**src/rtl/pipe_ctrl.sv**
```systemverilog
// Pipeline hazard controller: stall/flush decisions for a five-stage pipeline
// with a multi-cycle vector unit in EX and a MEM stage that can wait on memory.
module pipe_ctrl #(
    parameter int unsigned VLAT = 4,   // vector-unit EX occupancy, 2..255
    parameter int unsigned RW   = 5    // register-address width
) (
    input  logic          clk,
    input  logic          rst_n,
    input  logic [RW-1:0] id_rs,
    input  logic [RW-1:0] id_rt,
    input  logic          ex_memread,
    input  logic [RW-1:0] ex_rd,
    input  logic          ex_branch_taken,
    input  logic          vec_start,
    input  logic          mem_req,
    input  logic          mem_ready,
    output logic          pc_hold,
    output logic          hold_if_id,
    output logic          hold_id_ex,
    output logic          hold_ex_mem,
    output logic          hold_mem_wb,
    output logic          clear_if_id,
    output logic          clear_id_ex,
    output logic          clear_ex_mem,
    output logic          clear_mem_wb,
    output logic          vec_busy,
    output logic [15:0]   stall_count
);

    typedef enum logic [1:0] {
        RUN  = 2'd0,
        VEC  = 2'd1,
        MEMW = 2'd2
    } state_t;

    // The RUN cycle that sees vec_start and the final cnt=0 cycle both count
    // towards the occupancy, hence the load value of VLAT-2.
    localparam logic [7:0] CNT_INIT = 8'(VLAT - 2);

    state_t      r_state;
    state_t      w_state_nxt;
    logic [7:0]  r_cnt;
    logic [7:0]  w_cnt_nxt;
    logic [15:0] r_stall_count;
    logic        w_memwait;
    logic        w_loaduse;

    assign w_memwait = mem_req & ~mem_ready;
    assign w_loaduse = ex_memread & (ex_rd != '0) & ((ex_rd == id_rs) | (ex_rd == id_rt));

    // Next-state and Mealy hold/clear decode; reset overrides to "clear all".
    always_comb begin
        // NOTE: every output gets a default before the case so no path can leave
        // a signal unassigned and infer a latch.
        w_state_nxt  = r_state;
        w_cnt_nxt    = r_cnt;
        pc_hold      = 1'b0;
        hold_if_id   = 1'b0;
        hold_id_ex   = 1'b0;
        hold_ex_mem  = 1'b0;
        hold_mem_wb  = 1'b0;
        clear_if_id  = 1'b0;
        clear_id_ex  = 1'b0;
        clear_ex_mem = 1'b0;
        clear_mem_wb = 1'b0;

        case (r_state)
            VEC: begin
                if (w_memwait) begin
                    // Memory stall freezes everything up to EX/MEM; the vector
                    // unit keeps working underneath it.
                    pc_hold      = 1'b1;
                    hold_if_id   = 1'b1;
                    hold_id_ex   = 1'b1;
                    hold_ex_mem  = 1'b1;
                    clear_mem_wb = 1'b1;
                    if (r_cnt != 8'd0) w_cnt_nxt = r_cnt - 8'd1;
                end else if (r_cnt != 8'd0) begin
                    pc_hold      = 1'b1;
                    hold_if_id   = 1'b1;
                    hold_id_ex   = 1'b1;
                    clear_ex_mem = 1'b1;
                    w_cnt_nxt    = r_cnt - 8'd1;
                end else begin
                    w_state_nxt = RUN;
                end
            end
            default: begin
                // RUN, and MEMW once memory is no longer waiting, decode alike.
                w_state_nxt = RUN;
                if (w_memwait) begin
                    pc_hold      = 1'b1;
                    hold_if_id   = 1'b1;
                    hold_id_ex   = 1'b1;
                    hold_ex_mem  = 1'b1;
                    clear_mem_wb = 1'b1;
                    w_state_nxt  = MEMW;
                end else if (vec_start) begin
                    pc_hold      = 1'b1;
                    hold_if_id   = 1'b1;
                    hold_id_ex   = 1'b1;
                    clear_ex_mem = 1'b1;
                    w_cnt_nxt    = CNT_INIT;
                    w_state_nxt  = VEC;
                end else if (ex_branch_taken) begin
                    // The flush squashes the consumer, so load-use is moot.
                    clear_if_id = 1'b1;
                    clear_id_ex = 1'b1;
                end else if (w_loaduse) begin
                    pc_hold     = 1'b1;
                    hold_if_id  = 1'b1;
                    clear_id_ex = 1'b1;
                end
            end
        endcase

        if (!rst_n) begin
            pc_hold      = 1'b0;
            hold_if_id   = 1'b0;
            hold_id_ex   = 1'b0;
            hold_ex_mem  = 1'b0;
            hold_mem_wb  = 1'b0;
            clear_if_id  = 1'b1;
            clear_id_ex  = 1'b1;
            clear_ex_mem = 1'b1;
            clear_mem_wb = 1'b1;
        end
    end

    // State, vector countdown and saturating stall counter.
    always_ff @(posedge clk or negedge rst_n) begin
        if (!rst_n) begin
            r_state       <= RUN;
            r_cnt         <= 8'd0;
            r_stall_count <= 16'd0;
        end else begin
            // NOTE: non-blocking assignments so every register samples
            // pre-edge values, independent of statement order.
            r_state <= w_state_nxt;
            r_cnt   <= w_cnt_nxt;
            if (pc_hold && (r_stall_count != 16'hFFFF))
                r_stall_count <= r_stall_count + 16'd1;
        end
    end

    assign vec_busy    = (r_state == VEC);
    assign stall_count = r_stall_count;

endmodule

```
**config.mk**
```make
export PLATFORM = sky130hd
export DESIGN_NAME = pipe_ctrl
export DESIGN_NICKNAME = d
export VERILOG_FILES = /design/src/rtl/pipe_ctrl.sv
export SDC_FILE = /design/constraint.sdc
export NUM_CORES = 1
export LEC_CHECK = 0
export BUFFER_PORTS_ARGS = -buffer_cell sky130_fd_sc_hd__buf_4
export CAP_MARGIN = 30
export CORE_MARGIN = 5
export CORE_UTILIZATION = 45
export DETAILED_ROUTE_END_ITERATION = 10
export PLACE_DENSITY_LB_ADDON = 0.12
export SLEW_MARGIN = 25
export SYNTH_ARGS = -nofsm -noshare
export SYNTH_HDL_FRONTEND = slang
export SYNTH_SLANG_ARGS = --single-unit
```
**constraint.sdc**
```tcl
create_clock -name clk -period 2.14 [get_ports clk]
set_clock_uncertainty 0.15 [all_clocks]
set_input_delay 0.428 -clock clk [delete_from_list [all_inputs] [get_ports clk]]
set_output_delay 0.428 -clock clk [all_outputs]
set_load 0.05 [all_outputs]
```
-- Word-level counts from Yosys, hierarchy flattened
Cells that the tools add are included.
W data, S select, Z words.
- order comparisons: 0
- multipliers: 0
- bitwise operators: 5
- reduce and logical (&&, ||, !) cells: 6
- add/sub/neg operators: 2
- div/mod/pow operators: 0
- mux-type cells: 38
- equal/unequal tests: 8
- shift operators: 0
- operator list (kind ; count):
    $mux W8 ; 4
    $mux W1 ; 30
    $add A16 B1 Y16 const B ; 1
    $ne A16 B16 Y1 const B ; 1
    $eq A5 B5 Y1 ; 2
    $mux W2 ; 4
    $reduce_bool A8 Y1 ; 1
    $sub A8 B1 Y8 const B ; 1
    $ne A2 B2 Y1 const B ; 3
    $reduce_bool A5 Y1 ; 1
    $and A1 B1 Y1 ; 3
    $reduce_and A3 Y1 ; 1
    $eq A2 B1 Y1 const B ; 1
    $ne A2 B1 Y1 const B ; 1
    $reduce_and A2 Y1 ; 1
    $reduce_bool A2 Y1 ; 1
    $logic_and A1 B1 Y1 ; 1
    $not A1 Y1 ; 1
    $or A1 B1 Y1 ; 1
- latch bits: 0
- memory bits (read-only): 0
- memory bits (writable): 0
- bits of input ports: 22
- register bits: 26
- memories kept: 0

-- Logic depth before layout (Yosys ltp)
Gate-level depths: netlist of the first run.
- depth after elaboration: 10
- gate-level depth with buffers: 9
- mapped depth without buffers: 8

-- Worst setup path after synthesis of the first run
No wires, ideal clock.
- path type: flip-flop to output port
- start: register r_state[0]
- end: output pc_hold
- data arrival time: 2568 ps
- cell stages (with the launch flop): 7
- slack: -1006 ps
- path buffers: 1
- data required time: 1562 ps
- path through: dfrtp_1 > nand2b_2 > inv_4 > o41ai_2 > a31o_4 > and2b_1 > buf_4
- cells in the longest elaborated chain, start to end: 3
- RTL lines (element ; line ; text):
    start: declaration ; 40 ; state_t r_state;
    start signal: assignment ; 139 ; r_state <= w_state_nxt;
    $eq A2 B1 Y1 ; -- ;
    net vec_busy ; 26 ; output logic vec_busy,
    $mux W1 ; 67 ; case (r_state)
    $mux W1 ; 117 ; if (!rst_n) begin
    end: declaration ; 17 ; output logic pc_hold,
The timed path passes the listed nets, and every way through them passes these cells.

-- Worst setup path after layout of the first run
- start: register r_cnt[4]
- end: output clear_ex_mem
- cells in the longest elaborated chain, start to end: 5
- RTL lines (element ; line ; text):
    start: declaration ; 42 ; logic [7:0] r_cnt;
    start signal: assignment ; 140 ; r_cnt <= w_cnt_nxt;
    $reduce_bool A8 Y1 ; 78 ; end else if (r_cnt != 8'd0) begin
    $mux W1 ; 78 ;
    $mux W1 ; 69 ; if (w_memwait) begin
    $mux W1 ; 67 ;
    $mux W1 ; 117 ;
    end: declaration ; 24 ; output logic clear_ex_mem,
Every way passes these cells.

==> results of run 1 <==
-- layout make-up --
| type | count | area [um2] |
|---|---|---|
| Clock buffer | 4 | 36.28 |
| Multi-Input combinational cell | 121 | 952.2 |
| Tap cell | 46 | 57.56 |
| Inverter | 5 | 26.28 |
| Timing Repair Buffer | 76 | 653.1 |
| Sequential cell | 26 | 650.6 |
| Fill cell | 263 | 987.2 |
-- sequential cells by signal, indices dropped and copies added, names as in the netlist --
signal / flops
r_cnt: 8
r_state: 2
stall_count: 16
-- placed cells by master, fill, tap and decap left out, drive strengths merged, types with 2 or more instances in the layout --
master  netlist  routed
nand2b        3       3
inv           5       5
o211ai        2       2
nand3        12      12
nor3          4       4
buf           5      74
nand2         8       8
xor2         13      13
or3           2       2
ha            3       3
and3          7       7
nand4         5       5
dfrtp        26      26
nand4b        2       2
clkbuf        0       5
nor2         20      20
o21ai         4       4
a31oi         2       2
nor4          4       4
xnor2        16      16
-- layer usage --
metal  routed length [um]  share of wire (%)
met1                 1703                 42
met2                 2162                 54
met3                  129                3.2
met4                   16               0.40
met5                    0                  0
-- worst paths after layout --
path,startpoint,endpoint,slack [ns],cells past startpoint
setup reg to reg,stall_count[5],stall_count[1],0.06,6
max in group asynchronous,rst_n,stall_count[8],1.08,4
hold / removal,vec_start,r_cnt[1],0.36,3
min in group asynchronous,rst_n,r_state[0],0.61,4
hold reg to reg,stall_count[12],stall_count[12],0.36,1
setup / recovery,r_cnt[4],clear_ex_mem,-0.42,5
-- logic make-up (layout without fill, tap and decap cells) --
logic type	count (synthesis)	in the layout	synth area share, %
AOI/OAI and AO/OA	14	14	8.847
adders and majority gates	3	3	2.370
DFF	26	26	41.07
buffers and inverters	10	85	3.712
other	1	1	0.2367
muxes	2	2	1.343
and+or+nand+nor	72	72	26.38
xor gates and xnor gates	29	29	16.03
-- worst max-delay path: cells and delay by family (launching register included) --
kind,cells,cell delay (ns)
flip-flops,1,0.41
AO/OA/AOI/OAI,2,0.25
AND/OR/NAND/NOR,2,0.78
buffers and inverters,1,0.21
-- per-stage QoR --
step	hold slack [ns]	util [%]	std cells
6_report	0.3591	70.65	278
5_1_grt	0.3582	70.65	278
4_1_cts	0.3586	69.90	277
3_5_place_dp	0.3349	64.99	266
3_3_place_gp	0.3264	64.99	266
2_1_floorplan	-0.01759	-	157
-- power groups by stage --
stage               registers (W)  clock network [W]  logic (W)
floorplan                0.000999                  0   0.000690
global placement         0.000776                  0    0.00135
detailed placement       0.000793                  0    0.00138
CTS                      0.000788           0.000258    0.00149
global route             0.000805           0.000276    0.00162
finish                   0.000788           0.000254    0.00151
-- what timing repair did --
item | CTS | global route
cloned | 0 | 1
gates resized for setup | 17 | 2
pin swaps | 8 | 2
hold buffers | 2 | 0
endpoints found under the setup margin | 6 | 14
buffers inserted | 5 | 1
hold endpoints to repair | 26 | 0
==> metrics.md, run 1 <==
| Metric | Value |
|---|---|
| Outcome | finished with violations |
| Violated checks | negative setup slack |
| Top_reg_cell synth | dfrtp_1 |
| Drt initial violations | 55 |
| Achievable Freq | 391.3 MHz |
| Yosys cell types | 44 |
| CTS max path bufs | 2 |
| First drt pass iteration count | 4 |
| Num ports | 48 |
| Post-synth top area share | 41.07% |
| Die X | 69.33 um |
| Max cap viols | 0 |
| Total global routing track utilization | 16.92% |
| Worst path slowest cell | or3_4 |
| PortBufs | 46 |
| Vias in the first global route | 1520 |
| Number of clock sinks | 26 |
| Initial antenna violation count | 0 |
| Async set-reset flop share out of synthesis | 100.0% |
| Yosys reg bits | 26 |
| Final hold vios | 0 |
| Wirelength per Cell | 14.43 um |
| Max FO, Critical Path | 4 |
| Nets | 258 |
| Yosys top cell by area | dfrtp_1 |
| GR Util met3 | 3.913% |
| Peak VDD IR | 0.5847 mV |
| Antenna Nets Post-Route | 0 |
| Initial core utilization | 47.10% |
| Worst slew margin | 62.81% |
| DRC | 0 |
| Fin crit share | 119.4% |
| Dpl ws | -0.1525 ns |
| RSZ-0062 raised after global routing | yes |
| Post-DP Area | 2186 um2 |
| Clock power share | 9.9% |
| Syn-to-layout area delta | 50.00% |
| Seq pwr share | 30.9% |
| Crit path required time | 1.56 ns |
| CP endpoint kind | primary output |
| Post-Layout Inst Area | 2376 um2 |
| Post-synth EDFFs | 0 |
| Sw Pwr | 0.001145 W |
| Die Y | 69.33 um |
| Final worst path period need | 2.556 ns |
| HPWL Detailed | 2977 um |
| Synth area leaders | dfrtp_1 (41%), xnor2_1 (8.8%), xor2_1 (7.2%), nor2_1 (4.7%), nand3_1 (2.8%) |
| Post-synthesis sequential area ratio | 41.07% |
| CTS buffer count | 3 |
| Critical path class | reg2out |
| Final Max Slew Viols | 0 |
| First-pass GRT wire length | 6844 um |
| Worst min path class | in2reg |
| Syn Inst Count | 157 |
| Setup TNS Final | -1.430 ns |
| Clk pin slew, worst setup/hold paths | 0.15 ns |
| Floorplan row count | 21 |
| Die area | 4807 um2 |
| Syn Std Cell Area | 1584 um2 |
| Routed vias | 1405 |
| Inserted Diodes | 0 |
| Grt ovf | 0 |
| Worst-Skew Late Latency | 0.32 ns |
| Met1 Usage GRT | 20.07% |
| Switching fraction of total power | 44.90% |
| Avg Inst Size Synth | 10.09 um2 |
| Pleak | 1.091 nW |
| Core ar. | 3363 um2 |
| Internal | 0.001405 W |
| Synth cell count leaders | dfrtp_1 (26), nor2_1 (20), xnor2_1 (16), xor2_1 (13), nand3_1 (9) |
| Max incr delay on CP | 0.42 ns |
| Synthesized Nets | 182 |
| Warning count from the yosys run | 0 |
| Worst-path cell chain | or3_4, or3_4, o21ai_4, o211ai_1, buf_4 |
| Met2 usage | 31.25% |
| GRT Max-Usage Layer | met2 |
| Pin count of the biggest net entering global routing | 27 |
| H-tree level count | 1 |
| Pwr Density | 1073 nW/um2 |
| TritonCTS clock tree | built |
| Layout cells sized above 1 | 46.12% |
| Setup violations, final | 6 |
| Total Wirelength | 4012 um |
| Worst Path Arrival | 1.98 ns |
| Tot Pwr | 0.002550 W |
| RePlAce Congestion | 0.8237 |
| Worst setup margin | -0.4159 ns |
| Root Driver | clkbuf_4 |
| Worst-Margin Slew | 0.5536 ns |
| Comb pwr share | 59.2% |
| Worst setup SP type | flop |
| Vias/cell | 5.054 |
| Count leader, synth | dfrtp_1 |
| Critical Path Most Common Cell | or3_4 |
Note: power is estimated with default switching activity, not from simulation.
==> run 2: changes to the inputs <==
- CORE_MARGIN: 5 -> 1.5
- CORE_UTILIZATION: 45 -> 35
==> metrics.md, run 2 (same netlist as run 1, synthesis figures left out) <==
| Metric | Value |
|---|---|
| Outcome | finished with violations |
| Violated checks | negative setup slack |
| Post-Layout Inst Area | 2464 um2 |
| Floorplan row count | 24 |
| Top delay family on crit path | simple AND/OR/NAND/NOR gates |
| Die Y | 70.28 um |
| CTS buffer count | 3 |
| Layout cells sized above 1 | 49.37% |
| Num ports | 48 |
| Drt initial violations | 43 |
| Antenna Nets Post-Route | 0 |
| First-pass GRT wire length | 6796 um |
| Grt ovf | 0 |
| Pin count of the biggest net entering global routing | 30 |
| Hold Buf Count CTS | 0 |
| Syn-to-layout area delta | 55.53% |
| Peak VDD IR | 0.7542 mV |
| Worst-Skew Late Latency | 0.27 ns |
| Final cell count without fillers | 289 |
| First drt pass iteration count | 4 |
| Total global routing track utilization | 17.08% |
| Setup violations, final | 19 |
| Fin util | 56.58% |
| Worst Path Arrival | 1.91 ns |
| Reg2reg start | r_cnt[3] |
| Commonest non-fill, non-tap cell in the layout | buf_4 |
| Worst path slowest cell | dfrtp_1 |
| Achievable Freq | 401.2 MHz |
| Crit path required time | 1.56 ns |
| R2r worst-path depth | 10 |
| Pleak | 1.148 nW |
| Max cap viols | 0 |
| DRC | 0 |
| Pwr Density | 1096 nW/um2 |
| HPWL Detailed | 2913 um |
| Post-DP Area | 2176 um2 |
| Max FO, Critical Path | 2 |
| TritonCTS clock tree | built |
| Vias/cell | 5.035 |
| Worst min path class | in2async |
| Fill count | 379 |
| Clk pin slew, worst setup/hold paths | 0.09 ns |
| Routed vias | 1455 |
| Nets | 263 |
| RePlAce Congestion | 0.8094 |
| Number of clock sinks | 26 |
| Core ar. | 4354 um2 |
| Final hold vios | 0 |
| Max FFs per register | 16 |
| Worst setup margin | -0.3526 ns |
| Total Wirelength | 4011 um |
| Placed Instances | 273 |
| PortBufs | 46 |
| CTS max path bufs | 2 |
| Commonest non-fill, non-tap cells in the layout | buf_4 (68), dfrtp_1 (26), nor2_1 (19), xor2_1 (13), xnor2_1 (12) |
| Initial antenna violation count | 0 |
| Worst r2r dst | stall_count[1] |
| Worst Path Buf+Inv | 2 |
| Max incr delay on CP | 0.39 ns |
| Fin crit share | 116.5% |
| RSZ-0062 raised after global routing | yes |
| Die area | 4939 um2 |
| Final Max Slew Viols | 0 |
| Root Driver | clkbuf_8 |
| Die X | 70.28 um |
| Wirelength per Cell | 13.88 um |
| H-tree level count | 1 |
| Initial core utilization | 36.38% |
| Critical path class | reg2out |
| Inserted Diodes | 0 |
| Final worst path period need | 2.493 ns |
| Worst reg-to-reg setup slack | -0.14 ns |
| CP endpoint kind | primary output |
| Worst-path cell chain | or3_4, buf_4, nor4_4, a31o_4, and2b_4, buf_6 |
| Vias in the first global route | 1487 |
| Worst setup SP type | flop |
run 2: worst max-delay path by stage:
stage	startpoint	to	slack (ns)	cells past startpoint
floorplan	r_state[0]	pc_hold	-0.45	6
global placement	ex_rd[1]	clear_id_ex	-0.14	6
detailed placement	mem_ready	stall_count[9]	-0.16	9
CTS	r_cnt[4]	clear_ex_mem	-0.37	5
global route	r_cnt[3]	hold_if_id	-0.43	6
finish	r_cnt[3]	hold_if_id	-0.35	6
run 2: report_power, final:
part	internal [W]	switching [W]
combinational	0.000722	0.000874
clock	0.000164	0.000156
sequential	0.000638	0.000144
run 2: final cells by class:
class,count,area [um2],share of cell area (%)
inverters,5,26.28,1.067
repair buffers,81,668.1,27.12
multi-input cells,121,998.5,40.53
well taps,52,65.06,2.641
clock buffers,4,55.05,2.235
flip-flops and latches,26,650.6,26.41
run 2: metal layers:
layer  vias to the layer above  share of wire [%]  track usage, %
met5                         -                  0               0
met4                         0               0.42           3.846
met3                         2                4.3           3.030
met2                        32                 54           31.24
met1                       717                 41           20.67
li1                        704                  -               -
run 2: metrics by stage:
step / hold slack [ns] / worst slack [ns] / TNS [ns] / total power (W)
finish: 0.04090 / -0.3526 / -2.179 / 0.002699
global route: 0.05482 / -0.4267 / -3.962 / 0.002874
CTS: 0.05563 / -0.3736 / -1.223 / 0.002625
detailed placement: 0.3451 / -0.1588 / -1.762 / 0.002190
global placement: 0.3350 / -0.1406 / -0.9081 / 0.002153
floorplan: -0.01759 / -0.4519 / -2.648 / 0.001689
run 2: what timing repair did:
item,in CTS,in global routing
buffers inserted,6,5
gates resized for setup,21,11
pin swaps,9,8
setup endpoints to repair,6,21
gates cloned,0,1
==> run 3: changes to the inputs <==
--- a/config.mk
+++ b/config.mk
@@ -6,8 +6,9 @@
 export NUM_CORES = 1
 export LEC_CHECK = 0
-export BUFFER_PORTS_ARGS = -buffer_cell sky130_fd_sc_hd__buf_4
+export BUFFER_PORTS_ARGS = -buffer_cell sky130_fd_sc_hd__buf_2
 export CAP_MARGIN = 30
 export CORE_MARGIN = 1.5
 export CORE_UTILIZATION = 35
+export CTS_CLUSTER_SIZE = 40
 export DETAILED_ROUTE_END_ITERATION = 10
 export PLACE_DENSITY_LB_ADDON = 0.12
==> constraint.sdc (replaced) <==
create_clock -name clk -period 2.14 [get_ports clk]
set_clock_uncertainty 0.15 [all_clocks]
set_input_delay 0 -clock clk [delete_from_list [all_inputs] [get_ports clk]]
set_output_delay 0 -clock clk [all_outputs]
set_load 0.05 [all_outputs]
==> metrics.md, run 3 (same netlist as run 1, synthesis figures left out) <==
| Metric | Value |
|---|---|
| Peak VDD IR | 0.4966 mV |
| Max FFs per register | 16 |
| Syn-to-layout area delta | 38.39% |
| Worst reg-to-reg setup slack | -0.06 ns |
| RePlAce Congestion | 0.8588 |
| Vias/cell | 4.921 |
| Worst setup margin | -0.06404 ns |
| Pwr Density | 1124 nW/um2 |
| Tot Pwr | 0.002464 W |
| Crit path from | r_cnt[2] |
| Worst setup SP type | flop |
| Worst min path class | in2reg |
| Reg2reg start | r_cnt[2] |
| Die Y | 70.28 um |
| PortBufs | 46 |
| Total Wirelength | 3695 um |
| Core ar. | 4354 um2 |
| Achievable Freq | 453.7 MHz |
| Routed vias | 1368 |
| Floorplan row count | 24 |
| Setup TNS Final | -0.06404 ns |
| Grt ovf | 0 |
| CP endpoint kind | flop |
| Violated checks | negative setup slack |
| Max FO, Critical Path | 4 |
| DRC | 0 |
| HPWL Detailed | 2741 um |
| Top delay family on crit path | simple AND/OR/NAND/NOR gates |
| Vias in the first global route | 1410 |
| H-tree level count | 1 |
| RSZ-0062 raised after global routing | yes |
| CTS max path bufs | 2 |
| Fill count | 405 |
| Setup violations, final | 1 |
| Commonest non-fill, non-tap cell in the layout | buf_2 |
| Pin count of the biggest net entering global routing | 30 |
| Commonest non-fill, non-tap cells in the layout | buf_2 (43), dfrtp_1 (26), nor2_1 (20), buf_4 (18), xnor2_1 (14) |
| Worst Path Buf+Inv | 2 |
| Critical path class | reg2reg |
| Die X | 70.28 um |
| Inserted Diodes | 0 |
| Layout cells sized above 1 | 41.59% |
| R2r worst-path depth | 8 |
| Final Max Slew Viols | 0 |
| First drt pass iteration count | 4 |
| Worst-path cell chain | or3_4, nor4_4, a31o_4, buf_12, a31oi_4, buf_6, nand2_4, mux2_4 |
| Wirelength per Cell | 13.29 um |
| Fin crit share | 103.0% |
| Clk pin slew, worst setup/hold paths | 0.09 ns |
| CTS buffer count | 3 |
| Die area | 4939 um2 |
| First-pass GRT wire length | 6582 um |
| Antenna Nets Post-Route | 0 |
| Pleak | 1.029 nW |
| Worst path slowest cell | or3_4 |
| Max cap viols | 0 |
| Num ports | 48 |
| Total global routing track utilization | 16.26% |
| Worst Path Arrival | 2.21 ns |
| Final worst path period need | 2.204 ns |
| Dpl ws | 0.1035 ns |
| Worst-Skew Late Latency | 0.27 ns |
| Outcome | finished with violations |
| Number of clock sinks | 26 |
| Initial core utilization | 36.38% |
| Stages on worst setup path | 8 |
| Max incr delay on CP | 0.42 ns |
| TritonCTS clock tree | built |
| Nets | 252 |
| Drt initial violations | 56 |
| Initial antenna violation count | 0 |
| Root Driver | clkbuf_8 |
| Worst setup endpoint | stall_count[1] |
| Final hold vios | 0 |
| Crit path required time | 2.15 ns |
| Worst r2r dst | stall_count[1] |
run 3: cell count changes in the layout (fill, tap and decap cells not counted), moves of 2 or more:
cell and delta:
buf_6 -7, nand3_2 +2, buf_12 +2, dlygate4sd3_1 +4
buf_8 -3, xnor2_1 +2, buf_4 -50, buf_2 +43
nand3_4 -3, xnor2_2 -2
run 3: what timing repair did:
action,CTS,global route
hold buffers,4,0
pin swaps,3,4
gates resized for setup,1,13
hold endpoints to repair,28,0
endpoints found under the setup margin,3,14
buffers inserted,2,5
run 3: routing by layer:
layer | vias to the layer above | wire (um) | GRT usage [%]
met5 | - | 0 | 0
met4 | 0 | 20 | 4.060
met3 | 2 | 225 | 4.185
met2 | 44 | 1669 | 25.47
met1 | 637 | 1779 | 22.42
li1 | 685 | - | -
run 3: area by class of cell:
type / instances / area, um2 / area share, %
multi-input combinational: 121 / 930.9 / 42.47
sequential: 26 / 650.6 / 29.68
timing repair buffer: 70 / 464.2 / 21.18
tap: 52 / 65.06 / 2.968
clock buffer: 4 / 55.05 / 2.511
inverter: 5 / 26.28 / 1.199
run 3: worst min path at each step:
| stage | startpoint | endpoint | slack [ns] | depth (start not counted) |
|---|---|---|---|---|
| after global routing | mem_ready | r_state[0] | 0.08 | 3 |
| after detailed placement | rst_n | stall_count[13] | -0.04 | 2 |
| after global placement | rst_n | stall_count[10] | -0.02 | 2 |
| after floorplan | rst_n | r_cnt[0] | -0.45 | 0 |
| after CTS | mem_ready | r_state[0] | 0.04 | 3 |
| final | mem_ready | r_state[0] | 0.05 | 3 |
run 3: where the power goes:
part           switching, W  internal [W]  leakage [nW]
Sequential         0.000147      0.000638         0.328
Combinational      0.000821      0.000535         0.672
Clock              0.000159      0.000164        0.0288
run 3: stage by stage:
| stage | cell area [um2] | utilization [%] | hold WS, ns | std cells |
|---|---|---|---|---|
| final | 2192 | 50.34 | 0.04546 | 278 |
| after global routing | 2192 | 50.34 | 0.07661 | 278 |
| after CTS | 2116 | 48.59 | 0.03698 | 273 |
| after detailed placement | 1991 | 45.72 | -0.04374 | 263 |
| after global placement | 1991 | 45.72 | -0.02430 | 263 |
| after floorplan | 1623 | - | -0.4456 | 157 |
run 3: worst min-delay path, delay by kind of cell:
family | cells | cell delay, ns
AOI/OAI and AO/OA | 1 | 0.11
and+or+nand+nor | 1 | 0.22
buffers and inverters | 1 | 0.09
